--- config.mk ---
export PLATFORM = sky130hd
export DESIGN_NAME = stopwatch_timebase_display
export DESIGN_NICKNAME = d
export VERILOG_FILES = /design/src/rtl/stopwatch_timebase_display.sv
export SDC_FILE = /design/constraint.sdc
export NUM_CORES = 1
export LEC_CHECK = 0
export ABC_AREA = 1
export CAP_MARGIN = 20
export CORE_MARGIN = 2
export CORE_UTILIZATION = 66
export CTS_CLUSTER_DIAMETER = 200
export CTS_CLUSTER_SIZE = 28
export DETAILED_ROUTE_END_ITERATION = 7
export GPL_ROUTABILITY_DRIVEN = 1
export PLACE_DENSITY = 0.86
export SYNTH_ARGS = -nofsm -noshare
export SYNTH_HDL_FRONTEND = slang
export SYNTH_SLANG_ARGS = --single-unit
--- constraint.sdc ---
create_clock -name CLK -period 3.9 [get_ports CLK]
set_input_delay 0.585 -clock CLK [delete_from_list [all_inputs] [get_ports CLK]]
set_output_delay 0.585 -clock CLK [all_outputs]
set_load 0.02 [all_outputs]
--- src/rtl/stopwatch_timebase_display.sv ---
// Stopwatch timebase and display back-end: divides the reference clock into tick
// square waves and scans four BCD digits onto a common-anode 7-segment display.
module stopwatch_timebase_display #(
  parameter int CLK_FREQ_HZ = 100_000_000,
  parameter int FAST_HZ     = 100,
  parameter int BLINK_HZ    = 4,
  parameter int SCAN_HZ     = 500
) (
  input  logic       CLK,
  input  logic       RESET,
  input  logic [3:0] d0,
  input  logic [3:0] d1,
  input  logic [3:0] d2,
  input  logic [3:0] d3,
  input  logic [3:0] BLINK_EN,
  output logic       CLK_FAST,
  output logic       CLK_2HZ,
  output logic       CLK_1HZ,
  output logic       CLK_BLINK,
  output logic [6:0] dispDigit,
  output logic [3:0] selector
);

  localparam int HALF_F   = CLK_FREQ_HZ / (2 * FAST_HZ);
  localparam int HALF_2   = CLK_FREQ_HZ / 4;
  localparam int HALF_1   = CLK_FREQ_HZ / 2;
  localparam int HALF_B   = CLK_FREQ_HZ / (2 * BLINK_HZ);
  localparam int SCAN_CNT = CLK_FREQ_HZ / SCAN_HZ;

  // HALF_1 is the longest half-period, so it sizes every divider counter.
  localparam int CW = (HALF_1 > 1) ? $clog2(HALF_1) : 1;
  localparam int SW = (SCAN_CNT > 1) ? $clog2(SCAN_CNT) : 1;

  localparam logic [SW-1:0] SCAN_LAST = SW'(SCAN_CNT - 1);
  localparam logic [6:0]    SEG_BLANK = 7'h7F;

  // Divider outputs: 0 fast, 1 2 Hz, 2 1 Hz, 3 blink.
  logic [3:0] div_out;

  genvar gi;
  generate
    for (gi = 0; gi < 4; gi++) begin : g_div
      localparam int HALF = (gi == 0) ? HALF_F :
                            (gi == 1) ? HALF_2 :
                            (gi == 2) ? HALF_1 : HALF_B;
      localparam logic [CW-1:0] LAST = CW'(HALF - 1);

      logic [CW-1:0] cnt_q;
      logic [CW-1:0] cnt_d;
      logic          out_q;
      logic          out_d;

      always_comb begin
        cnt_d = cnt_q + CW'(1);
        out_d = out_q;
        if (cnt_q == LAST) begin
          cnt_d = '0;
          out_d = ~out_q;
        end
      end

      always_ff @(posedge CLK or negedge RESET) begin
        if (!RESET) begin
          cnt_q <= '0;
          out_q <= 1'b0;
        end else begin
          cnt_q <= cnt_d;
          out_q <= out_d;
        end
      end

      assign div_out[gi] = out_q;
    end
  endgenerate

  assign CLK_FAST  = div_out[0];
  assign CLK_2HZ   = div_out[1];
  assign CLK_1HZ   = div_out[2];
  assign CLK_BLINK = div_out[3];

  function automatic logic [6:0] seg_decode(input logic [3:0] bcd);
    logic [6:0] seg;
    case (bcd)
      4'd0:    seg = 7'h40;
      4'd1:    seg = 7'h79;
      4'd2:    seg = 7'h24;
      4'd3:    seg = 7'h30;
      4'd4:    seg = 7'h19;
      4'd5:    seg = 7'h12;
      4'd6:    seg = 7'h02;
      4'd7:    seg = 7'h78;
      4'd8:    seg = 7'h00;
      4'd9:    seg = 7'h10;
      default: seg = SEG_BLANK;
    endcase
    return seg;
  endfunction

  logic [SW-1:0] scan_cnt_q;
  logic [SW-1:0] scan_cnt_d;
  logic [1:0]    idx_q;
  logic [1:0]    idx_d;
  logic [3:0]    sel_q;
  logic [3:0]    sel_d;
  logic [6:0]    seg_q;
  logic [6:0]    seg_d;
  logic [3:0]    digit_cur;
  logic [3:0][3:0] digits;

  assign digits = {d3, d2, d1, d0};
  assign digit_cur = digits[idx_q];

  // The output register samples the current idx, so the visible slot change
  // trails the idx advance by one edge and every slot lasts SCAN_CNT cycles.
  always_comb begin
    scan_cnt_d = scan_cnt_q + SW'(1);
    idx_d      = idx_q;
    if (scan_cnt_q == SCAN_LAST) begin
      scan_cnt_d = '0;
      idx_d      = idx_q + 2'd1;
    end
    sel_d = ~(4'b0001 << idx_q);
    seg_d = seg_decode(digit_cur);
    if (BLINK_EN[idx_q] && !div_out[3]) begin
      seg_d = SEG_BLANK;
    end
  end

  always_ff @(posedge CLK or negedge RESET) begin
    if (!RESET) begin
      scan_cnt_q <= '0;
      idx_q      <= 2'd0;
      sel_q      <= 4'b1111;
      seg_q      <= SEG_BLANK;
    end else begin
      scan_cnt_q <= scan_cnt_d;
      idx_q      <= idx_d;
      sel_q      <= sel_d;
      seg_q      <= seg_d;
    end
  end

  assign selector  = sel_q;
  assign dispDigit = seg_q;

endmodule

; ---- Word-level counts from Yosys, hierarchy flattened
; Memories as Yosys holds them, arrays and structs flattened.
; Cells that the tools add are included.
[totals]
reg_bits = 139
rom_bits = 112
output_inout_bits = 15
n_memories = 1
[memory_table]
columns = memory, words, word_bits, rd, rd_ports_with_merged_regs, wr, line
row1 = (name not given), 16, 7, 1, 0, 0, 83  ; case (bcd)
[classes]
n_addsub = 6
order_cmp = 1
n_eq_ne = 5
shifts = 1
muxes = 10
bitwise_logic = 5
n_reduce_logical = 2
[op_table]
columns = cell, n
row1 = $add A26 B1 Y26 const B, 4
row2 = $mux W26, 4
row3 = $eq A26 B19 Y1 const B, 1
row4 = $eq A26 B24 Y1 const B, 1
row5 = $eq A26 B25 Y1 const B, 1
row6 = $eq A26 B26 Y1 const B, 1
row7 = $add A18 B1 Y18 const B, 1
row8 = $eq A18 B18 Y1 const B, 1
row9 = $mux W18, 1
row10 = $bmux W4 S2, 1
row11 = $mux W7, 1
row12 = $mux W4, 1
row13 = $not A1 Y1, 4
row14 = $not A4 Y4, 1
row15 = $shl A1 B2 Y4 const A, 1
row16 = $lt A2 B3 Y1 const B, 1
row17 = $add A2 B1 Y2 const B, 1
row18 = $bmux W1 S2, 1
row19 = $logic_and A1 B1 Y1, 1
row20 = $logic_not A1 Y1, 1
row21 = $mux W1, 1

; ---- Logic depth before layout (Yosys ltp)
; Gate-level depths: netlist of the first run.
[depth]
ltp_word = 4
mapped_depth = 11
mapped_depth_nobuf = 11

; ---- Worst setup path after synthesis of the first run
; No wires, ideal clock.
[synth_path]
path_type = reg-to-reg
startpoint = reg idx_q[0]
endpoint = reg seg_q[5], in the netlist dispDigit[5]
setup_time_ns = 0.077
arrival_ns = 1.408
required_ns = 3.823
path_slack_ns = 2.415
stages_incl_launch_ff = 10
path_buffers = 1
period_less_slack_ns = 1.485
cell_sequence = dfrtp_1 > buf_4 > nand2_1 > nand3_1 > nand2_1 > inv_1 > ha_1 > nand3b_1 > nand3_1 > nand2_1
[synth_via]
elab_chain_len = 4
elab_cells_between_ends = 7
cone_classes = mux: 5 / reduce/logical: 1 / memory: 1
[synth_lines]
columns = element, line
row1 = "start, declared", 101  ; logic [1:0] idx_q;
row2 = "start signal, assigned", 137  ; idx_q <= idx_d;
row3 = $bmux W4 S2 / $bmux W1 S2 (equally long branches), "111, 124"
row4 = $mux W4 (implied by the code) / $mux W1 (equally long branches), "111, 124"
row5 = $mem_v2 Z16 W7 / $logic_and A1 B1 Y1 (equally long branches), n/a
row6 = $mux W7 *, 124  ; if (BLINK_EN[idx_q] && !div_out[3]) begin
row7 = named net seg_d[5], 106  ; logic [6:0] seg_d;
row8 = "end signal, assigned", 139  ; seg_q <= seg_d;
row9 = "end, declared", 105  ; logic [6:0] seg_q;
; The timed path passes the listed nets; every way through them passes the cells marked *. The select of a mux whose other input is x is not followed.
; A chain may end at the register's enable or synchronous reset.

; ---- Final worst setup path of the first run
[layout_path]
startpoint = reg sel_q[2], in the netlist selector[2]
endpoint = out selector[2]
[layout_lines]
columns = element, line
row1 = "start, declared", 103  ; logic [3:0] sel_q;
row2 = "start signal, assigned", 138  ; sel_q <= sel_d;
row3 = "end, declared", 21  ; output logic [3:0] selector
; No word-level cell between the ends.

==> run summary, run 1 <==
Sequential area share after synthesis = 42.2%
Initial DRC count = 695
CP Capture Type = output pin
Die W = 116 um
Layout cells sized above 1 = 7.63%
# diodes = 0
Post_cts resized = 0
YS warnings = 0
Core ar. = 12,100 sq um
Fillers = 885
DP HPWL = 12.6 mm
TritonCTS clock tree = done
NetSw = 695 uW
Skew final = 0.00926 ns
CTS buffer count = 17
CP arrival = 1.55 ns
Site Rows = 40
Clock power frac = 53.4%
# IOs = 37
Synth top area share = 38.7%
Max cap viols = 0
Final worst slack = 1.76 ns
TritonCTS Sinks = 139
Power Density = 348 nW/um^2
Vias in the first global route = 6,979
Ys flop type = dfrtp_1
Grt ovf = 0
Final Hold Fails = 0
Max Slew Vio Count = 0
Leak pwr = 4.63 nW
Global-route wire length before repair = 30.9 mm
RSZ-0062 raised after global routing = false
Iteration count of the initial detailed-routing pass = 6
Critical path class = reg -> out
Worst slack at placement = 1.85 ns
Slowest stage delay, CP = 0.61 ns
Setup crit start kind = register
Largest net degree at the start of global routing = 118
HP Class = reg -> reg
Total Routing Usage GR = 29.2%
Critical-path cell list = clkdlybuf4s50_1
Crit-path slowest cell = clkdlybuf4s50_1
Cell area after synthesis = 8280 sq um
Via count of the routed design = 7,386
Gate power share = 2.8%
Max Clock Freq = 468 MHz
Wirelength, routed = 18.3 mm
H-tree Lvls = 4
Flops & latches, synth = 139
Min cycle time layout = 2.14 ns
I/O Buffers = 36
Initial antenna violation count = 0
CTS root buf = clkbuf_16
Synth top area cells = dfrtp_1 39%, nand2_1 17%, nor2_1 12%
Rel. slew slack = 62.1%
Count leader, synth = nand2_1
Least-Margin Pin Slew = 0.567 ns
Crit share post-route = 54.8%
Clk pin slew, worst setup/hold paths = 0.06 ns
Routability-driven placement congestion ratio = 0.965
Vias per cell = 5.18
Peak VDD IR = 0.000295 V
Synth unique cells = 27
Post-route DRC = 0
Syn Nets = 1,226
P&R area growth vs syn = 15.1%
Post-Route Setup TNS = 0 ns
CP Max Fanout = 1
CP bufs+invs = 1
Seq pwr share = 43.8%
Delay-heaviest family, CP = buffers and inverters
Worst-Skew Late Latency = 0.43 ns
Async S/R FF share, synth = 100%
Most instantiated cells after synthesis = 365 x nand2_1, 256 x nor2_1, 169 x inv_1
Cts hold-fix bufs = 0
Setup-failing EPs final = 0
DRT antenna net count = 0
Post-Syn Area per Cell = 6.96 sq um
Final #Nets = 1,282
Switching Fraction = 21.0%
Starting Density = 68.4%
Required time worst endpoint = 3.31 ns
Number of enable flip-flop cells after synthesis = 0
Largest area contributor in the synthesized netlist = dfrtp_1
Cells after Synth = 1,190
CTS max path bufs = 2
Int Power = 2.62 mW
Status = finished, final reports clean
Die Ht = 116 um
WL per Instance = 12.8 um
Die area = 13,500 sq um
Postcts setup bufs = 0
power groups by stage:
stage | Combinational, mW | Sequential [mW] | Clock (mW)
floorplan | 0.0190 | 1.49 | 0
global placement | 0.0876 | 1.48 | 0
detailed placement | 0.0899 | 1.48 | 0
CTS | 0.0901 | 1.45 | 1.78
global route | 0.104 | 1.45 | 1.85
finish | 0.0917 | 1.45 | 1.77
path summary, 6_finish.rpt:
kind / startpoint / to / slack, ns / cells past startpoint
hold reg to reg: g_div[3].cnt_q[0] / g_div[3].cnt_q[0] / 0.47 / 1
setup / recovery: selector[2] / selector[2] / 1.76 / 1
min in group asynchronous: RESET / scan_cnt_q[16] / 0.53 / 2
setup reg to reg: idx_q[0] / dispDigit[5] / 2.01 / 9
hold / removal: g_div[3].cnt_q[0] / g_div[3].cnt_q[0] / 0.47 / 1
max in group asynchronous: RESET / dispDigit[0] / 2.33 / 4
cell type report:
class	count	area (sq um)	share of cell area, %
Clock buffer	20	467	4.90
Clock inverter	12	185	1.94
Inverter	177	666	6.99
Multi-Input combinational cell	872	4100	43.1
Sequential cell	139	3490	36.6
Tap cell	168	210	2.21
Timing Repair Buffer	39	407	4.27
layout by cell type (no fill, tap or decap), drive strengths merged, types with 3 or more instances in the layout:
| master | count |
|---|---|
| clkinv | 5 |
| nand2 | 377 |
| xor2 | 50 |
| a21oi | 3 |
| clkbuf | 20 |
| ha | 14 |
| o21ai | 7 |
| nor2 | 281 |
| inv | 179 |
| dfrtp | 128 |
| dfstp | 11 |
| xnor2 | 14 |
| buf | 3 |
| nand3b | 7 |
| nand4 | 20 |
| clkdlybuf4s50 | 35 |
| nand3 | 84 |
| bufinv | 4 |
| nor3 | 13 |
cell families (layout without fill, tap and decap cells):
family | count (synthesis) | after routing | synth area share, %
AND/OR/NAND/NOR | 782 | 782 | 39.9
buffers and inverters | 179 | 248 | 8.27
flip-flops | 139 | 139 | 42.2
XOR/XNOR | 64 | 64 | 6.77
adder cells (fa/ha/maj) | 14 | 14 | 2.12
AO/OA/AOI/OAI | 12 | 12 | 0.786
through the flow:
stage	area [sq um]	power [mW]	utilization [%]	hold WS (ns)	std cells
global route	9530	3.41	78.7	0.508	1427
CTS	9490	3.33	78.4	0.352	1425
finish	9530	3.31	78.7	0.473	1427
floorplan	8280	1.50	-	0.289	1190
global placement	8840	1.57	73.0	0.452	1393
detailed placement	8840	1.57	73.0	0.448	1393
flip-flops by register name (all words and copies together), names as in the netlist:
signal and cells:
CLK_BLINK 1, CLK_1HZ 1, CLK_FAST 1, scan_cnt_q 18, dispDigit 7, idx_q 2
selector 4, CLK_2HZ 1, g_div.cnt_q 104
routing by layer:
metal | track usage (%) | up-vias | wire [um]
li1 | - | 3709 | -
met1 | 36.0 | 3400 | 7840
met2 | 50.8 | 230 | 9150
met3 | 5.23 | 47 | 898
met4 | 11.7 | 0 | 390
met5 | 0 | - | 0
(Power assumes the default switching activity.)
==> run 2: changes to the inputs <==
--- a/config.mk
+++ b/config.mk
@@ -8,12 +8,12 @@
 export ABC_AREA = 1
 export CAP_MARGIN = 20
 export CORE_MARGIN = 2
-export CORE_UTILIZATION = 66
+export CORE_UTILIZATION = 61
 export CTS_CLUSTER_DIAMETER = 200
 export CTS_CLUSTER_SIZE = 28
 export DETAILED_ROUTE_END_ITERATION = 7
 export GPL_ROUTABILITY_DRIVEN = 1
-export PLACE_DENSITY = 0.86
+export PLACE_DENSITY = 0.8
 export SYNTH_ARGS = -nofsm -noshare
 export SYNTH_HDL_FRONTEND = slang
 export SYNTH_SLANG_ARGS = --single-unit
==> constraint.sdc (replaced) <==
create_clock -name CLK -period 2.1 [get_ports CLK]
set_input_delay 0.315 -clock CLK [delete_from_list [all_inputs] [get_ports CLK]]
set_output_delay 0.315 -clock CLK [all_outputs]
set_load 0.02 [all_outputs]
==> run summary, run 2 (same netlist as run 1, synthesis figures left out) <==
Status = finished, final reports clean
# IOs = 37 (unchanged)
I/O Buffers = 36 (unchanged)
Initial antenna violation count = 0 (unchanged)
Largest Register = g_div.cnt_q
Required time worst endpoint = 1.78 ns (-1.53 ns)
Core ar. = 13,200 sq um (+9.3%)
Die area = 14,500 sq um (+7.9%)
Crit path depth = 1 (unchanged)
P&R area growth vs syn = 15.2% (about the same)
Die W = 121 um (+3.9%)
Finished Cell Area = 9540 sq um (about the same)
DP HPWL = 12.9 mm (+1.9%)
Final #Nets = 1,283 (+0.078%)
Critical-path cell list = clkdlybuf4s50_1
R2r worst-path depth = 9 (unchanged)
Rel. slew slack = 64.8% (+2.7 points)
Total Power = 6.07 mW (+83%)
Crit-path slowest cell = clkdlybuf4s50_1
Layout cells sized above 1 = 7.62% (about the same)
Cells after DPL = 1,403 (+0.72%)
Dpl cell area = 8890 sq um (+0.57%)
Critical path class = reg -> out
Layout Cells excl Fill = 1,436 (+0.63%)
Worst-Skew Late Latency = 0.43 ns (about the same)
Global-route wire length before repair = 31.3 mm (+1.1%)
HP Class = in -> async
Site Rows = 42 (+5.0%)
Crit share post-route = 89.7%
Clock power frac = 52.7% (-0.7 points)
CP Max Fanout = 1 (unchanged)
TritonCTS clock tree = done
Gate power share = 2.9% (about the same)
TritonCTS Sinks = 139 (unchanged)
Max Clock Freq = 531 MHz
Max Slew Vio Count = 0 (unchanged)
CTS max path bufs = 2 (unchanged)
CTS root buf = clkbuf_16
Total Routing Usage GR = 26.8% (-2.4 points)
Post_cts resized = 0 (unchanged)
Die Ht = 121 um (+3.9%)
Max reg flops = 104 (unchanged)
Commonest non-fill, non-tap cell in the layout = nand2_1
Postcts setup bufs = 0 (unchanged)
Max cap viols = 0 (unchanged)
Seq pwr share = 44.4% (+0.6 points)
Via count of the routed design = 7,176 (-2.8%)
Switching Fraction = 20.2% (-0.77 points)
Fillers = 1,077 (+22%)
Routability-driven placement congestion ratio = 0.925 (-4.1%)
Iteration count of the initial detailed-routing pass = 5 (-1)
WL per Instance = 12.4 um (-2.8%)
Clk pin slew, worst setup/hold paths = 0.06 ns (about the same)
R2r setup slk = 0.24 ns (-1.77 ns)
R2r startpoint = idx_q[0]
Least-Margin Pin Slew = 0.527 ns (-0.0402 ns)
CP Capture Type = output pin
Delay-heaviest family, CP = buffers and inverters
Grt ovf = 0 (unchanged)
Starting Density = 62.5% (-5.8 points)
CP bufs+invs = 1 (unchanged)
Vias in the first global route = 7,001 (+0.32%)
Area of the multi-input gates = 4100 sq um (unchanged)
Peak VDD IR = 0.000595 V (+100%)
Power Density = 637 nW/um^2 (+83%)
Storage cell area = 3490 sq um (unchanged)
Post-route DRC = 0 (unchanged)
Reg2reg end = dispDigit[6]
CP arrival = 1.57 ns (+0.02 ns)
Post-Route Setup TNS = 0 ns (unchanged)
DRT antenna net count = 0 (unchanged)
Wirelength, routed = 17.9 mm (-2.2%)
Largest net degree at the start of global routing = 54 (-54%)
# diodes = 0 (unchanged)
Leak pwr = 4.62 nW (-0.12%)
Setup crit start kind = register
Int Power = 4.84 mW (+85%)
CTS buffer count = 17 (unchanged)
NetSw = 1.23 mW (+76%)
Setup-failing EPs final = 0 (unchanged)
H-tree Lvls = 4 (unchanged)
Final Hold Fails = 0 (unchanged)
Leading cell types in the layout, fill and taps excluded = 365 x nand2_1, 256 x nor2_1, 169 x inv_1
RSZ-0062 raised after global routing = false
Initial DRC count = 493 (-29%)
Skew final = 0.0112 ns (+0.00197 ns)
Min cycle time layout = 1.88 ns
Vias per cell = 5.00 (-3.5%)
Slowest stage delay, CP = 0.62 ns (about the same)
-- run 2: area by class of cell --
type                            instances  share of cell area (%)
Multi-Input combinational cell        872                    43.0
Clock buffer                           21                    4.93
Timing Repair Buffer                   40                    4.40
Tap cell                              176                    2.31
Sequential cell                       139                    36.6
Inverter                              177                    6.98
Clock inverter                         11                    1.74
-- run 2: layer usage --
layer	track usage (%)	share of wire (%)
met1	34.3	46
met2	45.6	49
met3	5.47	4.3
met4	8.79	1.3
met5	0	0
-- run 2: worst max-delay path by stage --
stage	start	to	slack (ns)
floorplan	idx_q[0]	dispDigit[5]	0.62
global placement	idx_q[0]	dispDigit[6]	0.35
detailed placement	idx_q[0]	dispDigit[6]	0.31
CTS	selector[3]	selector[3]	0.20
global route	idx_q[0]	dispDigit[5]	0.03
finish	selector[3]	selector[3]	0.22
-- run 2: stage by stage --
step | worst slack, ns | utilization [%] | hold slack, ns
after global placement | 0.350 | 67.1 | 0.251
after global routing | 0.0332 | 72.0 | 0.388
final | 0.217 | 72.0 | 0.356
after CTS | 0.203 | 72.0 | 0.361
after floorplan | 0.615 | - | 0.0194
after detailed placement | 0.305 | 67.1 | 0.250
-- run 2: timing repair --
item                       4_1_cts  5_1_grt
hold buffers                     1        0
hold endpoints to repair        37        0
setup endpoints to repair        0        0
-- run 2: power groups by stage --
stage | logic, mW | registers, mW | clock network (mW)
floorplan | 0.0354 | 2.76 | 0
global placement | 0.174 | 2.75 | 0
detailed placement | 0.176 | 2.75 | 0
CTS | 0.179 | 2.70 | 3.26
global route | 0.199 | 2.70 | 3.38
finish | 0.174 | 2.70 | 3.20
==> run 3: changes to the inputs <==
--- a/config.mk
+++ b/config.mk
@@ -13,6 +13,7 @@
 export CTS_CLUSTER_SIZE = 28
 export DETAILED_ROUTE_END_ITERATION = 7
 export GPL_ROUTABILITY_DRIVEN = 1
+export HOLD_SLACK_MARGIN = 0.1
 export PLACE_DENSITY = 0.8
 export SYNTH_ARGS = -nofsm -noshare
 export SYNTH_HDL_FRONTEND = slang
==> results of run 3 <==
Final layout, timing and power as in run 2 (identical DEF).
==> variant, RTL diff (flow settings as in run 2) <==
Make the reset (`RESET`) synchronous in 2 clocked blocks.
--- a/src/rtl/stopwatch_timebase_display.sv
+++ b/src/rtl/stopwatch_timebase_display.sv
@@ -59,7 +59,7 @@
         end
       end
 
-      always_ff @(posedge CLK or negedge RESET) begin
+      always_ff @(posedge CLK) begin
         if (!RESET) begin
           cnt_q <= '0;
           out_q <= 1'b0;
@@ -126,7 +126,7 @@
     end
   end
 
-  always_ff @(posedge CLK or negedge RESET) begin
+  always_ff @(posedge CLK) begin
     if (!RESET) begin
       scan_cnt_q <= '0;
       idx_q      <= 2'd0;
Behaviour: differs if RESET is asserted again (counterexample within 4 cycles, from zero or initial values and one cycle with RESET low); with RESET held inactive, the same outputs for 10 cycles.
==> variant against run 2 <==
- sequential share of layout area down 4.1 points
- clock power about the same
- wire length shrank 10%
- worst setup slack improved by 0.096 ns
- critical endpoint is now CLK_BLINK
- die area down 9.5%
- cell area down 10%
- sequential power about the same
- synthesized cell count decreased by 4.3%
- global-route usage decreased by 1.4 points
- largest cell class unchanged
- power increased by 0.66%
- sequential cell count stayed put
- area after synthesis fell by 9.9%
==> variant: results (changes against run 2) <==
<table>
<tr><th>Metric</th><th>Value</th></tr>
<tr><th colspan="2">Run status</th></tr>
<tr><td>Outcome</td><td>finished clean (unchanged)</td></tr>
<tr><th colspan="2">Placement</th></tr>
<tr><td>Post-place instance area</td><td>7920 µm² (was 8890 µm²)</td></tr>
<tr><td>Minimum setup slack after placement</td><td>0.408 ns (was 0.305 ns)</td></tr>
<tr><td>Weighted congestion reported at the end of routability-driven placement</td><td>0.952 (was 0.925)</td></tr>
<tr><td>HPWL Detailed</td><td>11.5 mm (was 12.9 mm)</td></tr>
<tr><th colspan="2">Logic synthesis</th></tr>
<tr><td>Yosys cell types</td><td>29 (was 27)</td></tr>
<tr><td>Top-area cell type share of the netlist area</td><td>37.3% (was 38.7%)</td></tr>
<tr><td>Post-synthesis async set-or-reset flop share</td><td>0% (was 100%)</td></tr>
<tr><td>Leading post-synthesis cells by cell area</td><td>dfxtp_1 (37%), nand2_1 (18%), nor2_1 (13%) (was dfrtp_1 (39%), nand2_1 (17%), nor2_1 (12%))</td></tr>
<tr><td>Post-synth top flop</td><td>dfxtp_1 (was dfrtp_1)</td></tr>
<tr><td>Top cells by count, synth</td><td>nand2_1 (363), nor2_1 (249), dfxtp_1 (139), inv_1 (98), a21oi_1 (57) (was nand2_1 (365), nor2_1 (256), inv_1 (169), dfrtp_1 (128), nand3_1 (80))</td></tr>
<tr><td>Part of the Yosys area used for sequential elements</td><td>37.3% (was 42.2%)</td></tr>
<tr><th colspan="2">Worst setup path</th></tr>
<tr><td>Largest stage delay on the critical path</td><td>0.64 ns (was 0.62 ns)</td></tr>
<tr><td>Max Fanout on Critical Path</td><td>4 (was 1)</td></tr>
<tr><th colspan="2">Global route</th></tr>
<tr><td>Largest net degree at the start of global routing</td><td>27 (was 54)</td></tr>
<tr><td>Global-route wire length before repair</td><td>27.2 mm (was 31.3 mm)</td></tr>
<tr><td>GRT Resource Usage Total</td><td>25.4% (was 26.8%)</td></tr>
<tr><td>Vias in the first global route</td><td>6220 (was 7001)</td></tr>
<tr><th colspan="2">Power and ir drop</th></tr>
<tr><td>Worst voltage drop across the vdd grid</td><td>0.631 mV (was 0.595 mV)</td></tr>
<tr><th colspan="2">Min path</th></tr>
<tr><td>Classification of the worst-slack hold path</td><td>register to register (was input port to async pin)</td></tr>
<tr><th colspan="2">Route</th></tr>
<tr><td>Per-cell via count in the routed design</td><td>5.10 (was 5.00)</td></tr>
<tr><td>Post-detailed-routing wire length</td><td>16.0 mm (was 17.9 mm)</td></tr>
<tr><td>DR pass1 iterations</td><td>6 (was 5)</td></tr>
<tr><th colspan="2">Timing</th></tr>
<tr><td>Worst clock skew</td><td>0.0107 ns (was 0.0112 ns)</td></tr>
<tr><td>Remaining max-slew budget at the tightest pin</td><td>65.9% (was 64.8%)</td></tr>
<tr><th colspan="2">Final layout</th></tr>
<tr><td>Number of nets in the layout</td><td>1222 (was 1283)</td></tr>
</table>
==> variant: cell count changes after synthesis, sizes merged, moves of 15 or more <==
cell,run 2,this run
xor2,50,29
nand3,84,59
dfxtp,0,139
dfrtp,128,0
a21oi,3,58
nand4,20,5
nand3b,7,22
inv,176,102
==> variant: metrics by stage <==
stage	power (mW)	util [%]	std cells	hold WS, ns
global placement	2.96	66.2	1314	0.434
floorplan	2.89	-	1139	0.418
finish	6.11	71.5	1346	0.445
detailed placement	2.96	66.2	1314	0.438
global route	6.30	71.5	1346	0.476
CTS	6.16	71.5	1346	0.450
==> variant: kinds of logic after synthesis <==
logic type | after synthesis | share of synthesized area [%]
buf+inv | 115 | 6.99
compound gates | 69 | 4.78
fa+ha+maj | 14 | 2.35
simple gates | 753 | 42.8
xor+xnor | 49 | 5.75
flops | 139 | 37.3
==> variant: worst register-to-register path: cells and delay by family (launching register included) <==
family	cells	cell delay, ns
compound gates	1	0.10
flops	1	0.41
simple gates	6	1.09
==> variant: area by class of cell <==
type / count / area (µm²)
Tap cell: 147 / 184
Fill cell: 1040 / 3400
Sequential cell: 139 / 2780
Clock buffer: 22 / 474
Clock inverter: 10 / 164
Multi-Input combinational cell: 885 / 4160
Timing Repair Buffer: 41 / 410
Inverter: 102 / 383
==> variant: routing by layer <==
layer	vias to the layer above	part of all wire (%)	track usage (%)
met5	-	0	0
met4	0	2.0	10.1
li1	3614	-	-
met2	141	45	40.5
met3	31	4.2	5.45
met1	3074	49	33.5
==> variant: power by group <==
part	internal (mW)	total (mW)	leakage [nW]	switching, mW
clock network	2.08	3.21	0.299	1.13
logic	0.0910	0.204	1.52	0.113
registers	2.67	2.70	1.12	0.0282
==> variant: path summary, 6_finish.rpt <==
check / cells after the start / slack [ns] / end / from
worst max-delay path: 1 / 0.31 / CLK_BLINK / CLK_BLINK$_SDFFE_PN0N_
worst min-delay path: 1 / 0.45 / g_div[0].cnt_q[0]$_SDFF_PP0_ / g_div[0].cnt_q[0]$_SDFF_PP0_
worst max register to register: 7 / 0.36 / g_div[0].cnt_q[25]$_SDFF_PP0_ / g_div[0].cnt_q[13]$_SDFF_PP0_
worst min register to register: 1 / 0.45 / g_div[0].cnt_q[0]$_SDFF_PP0_ / g_div[0].cnt_q[0]$_SDFF_PP0_
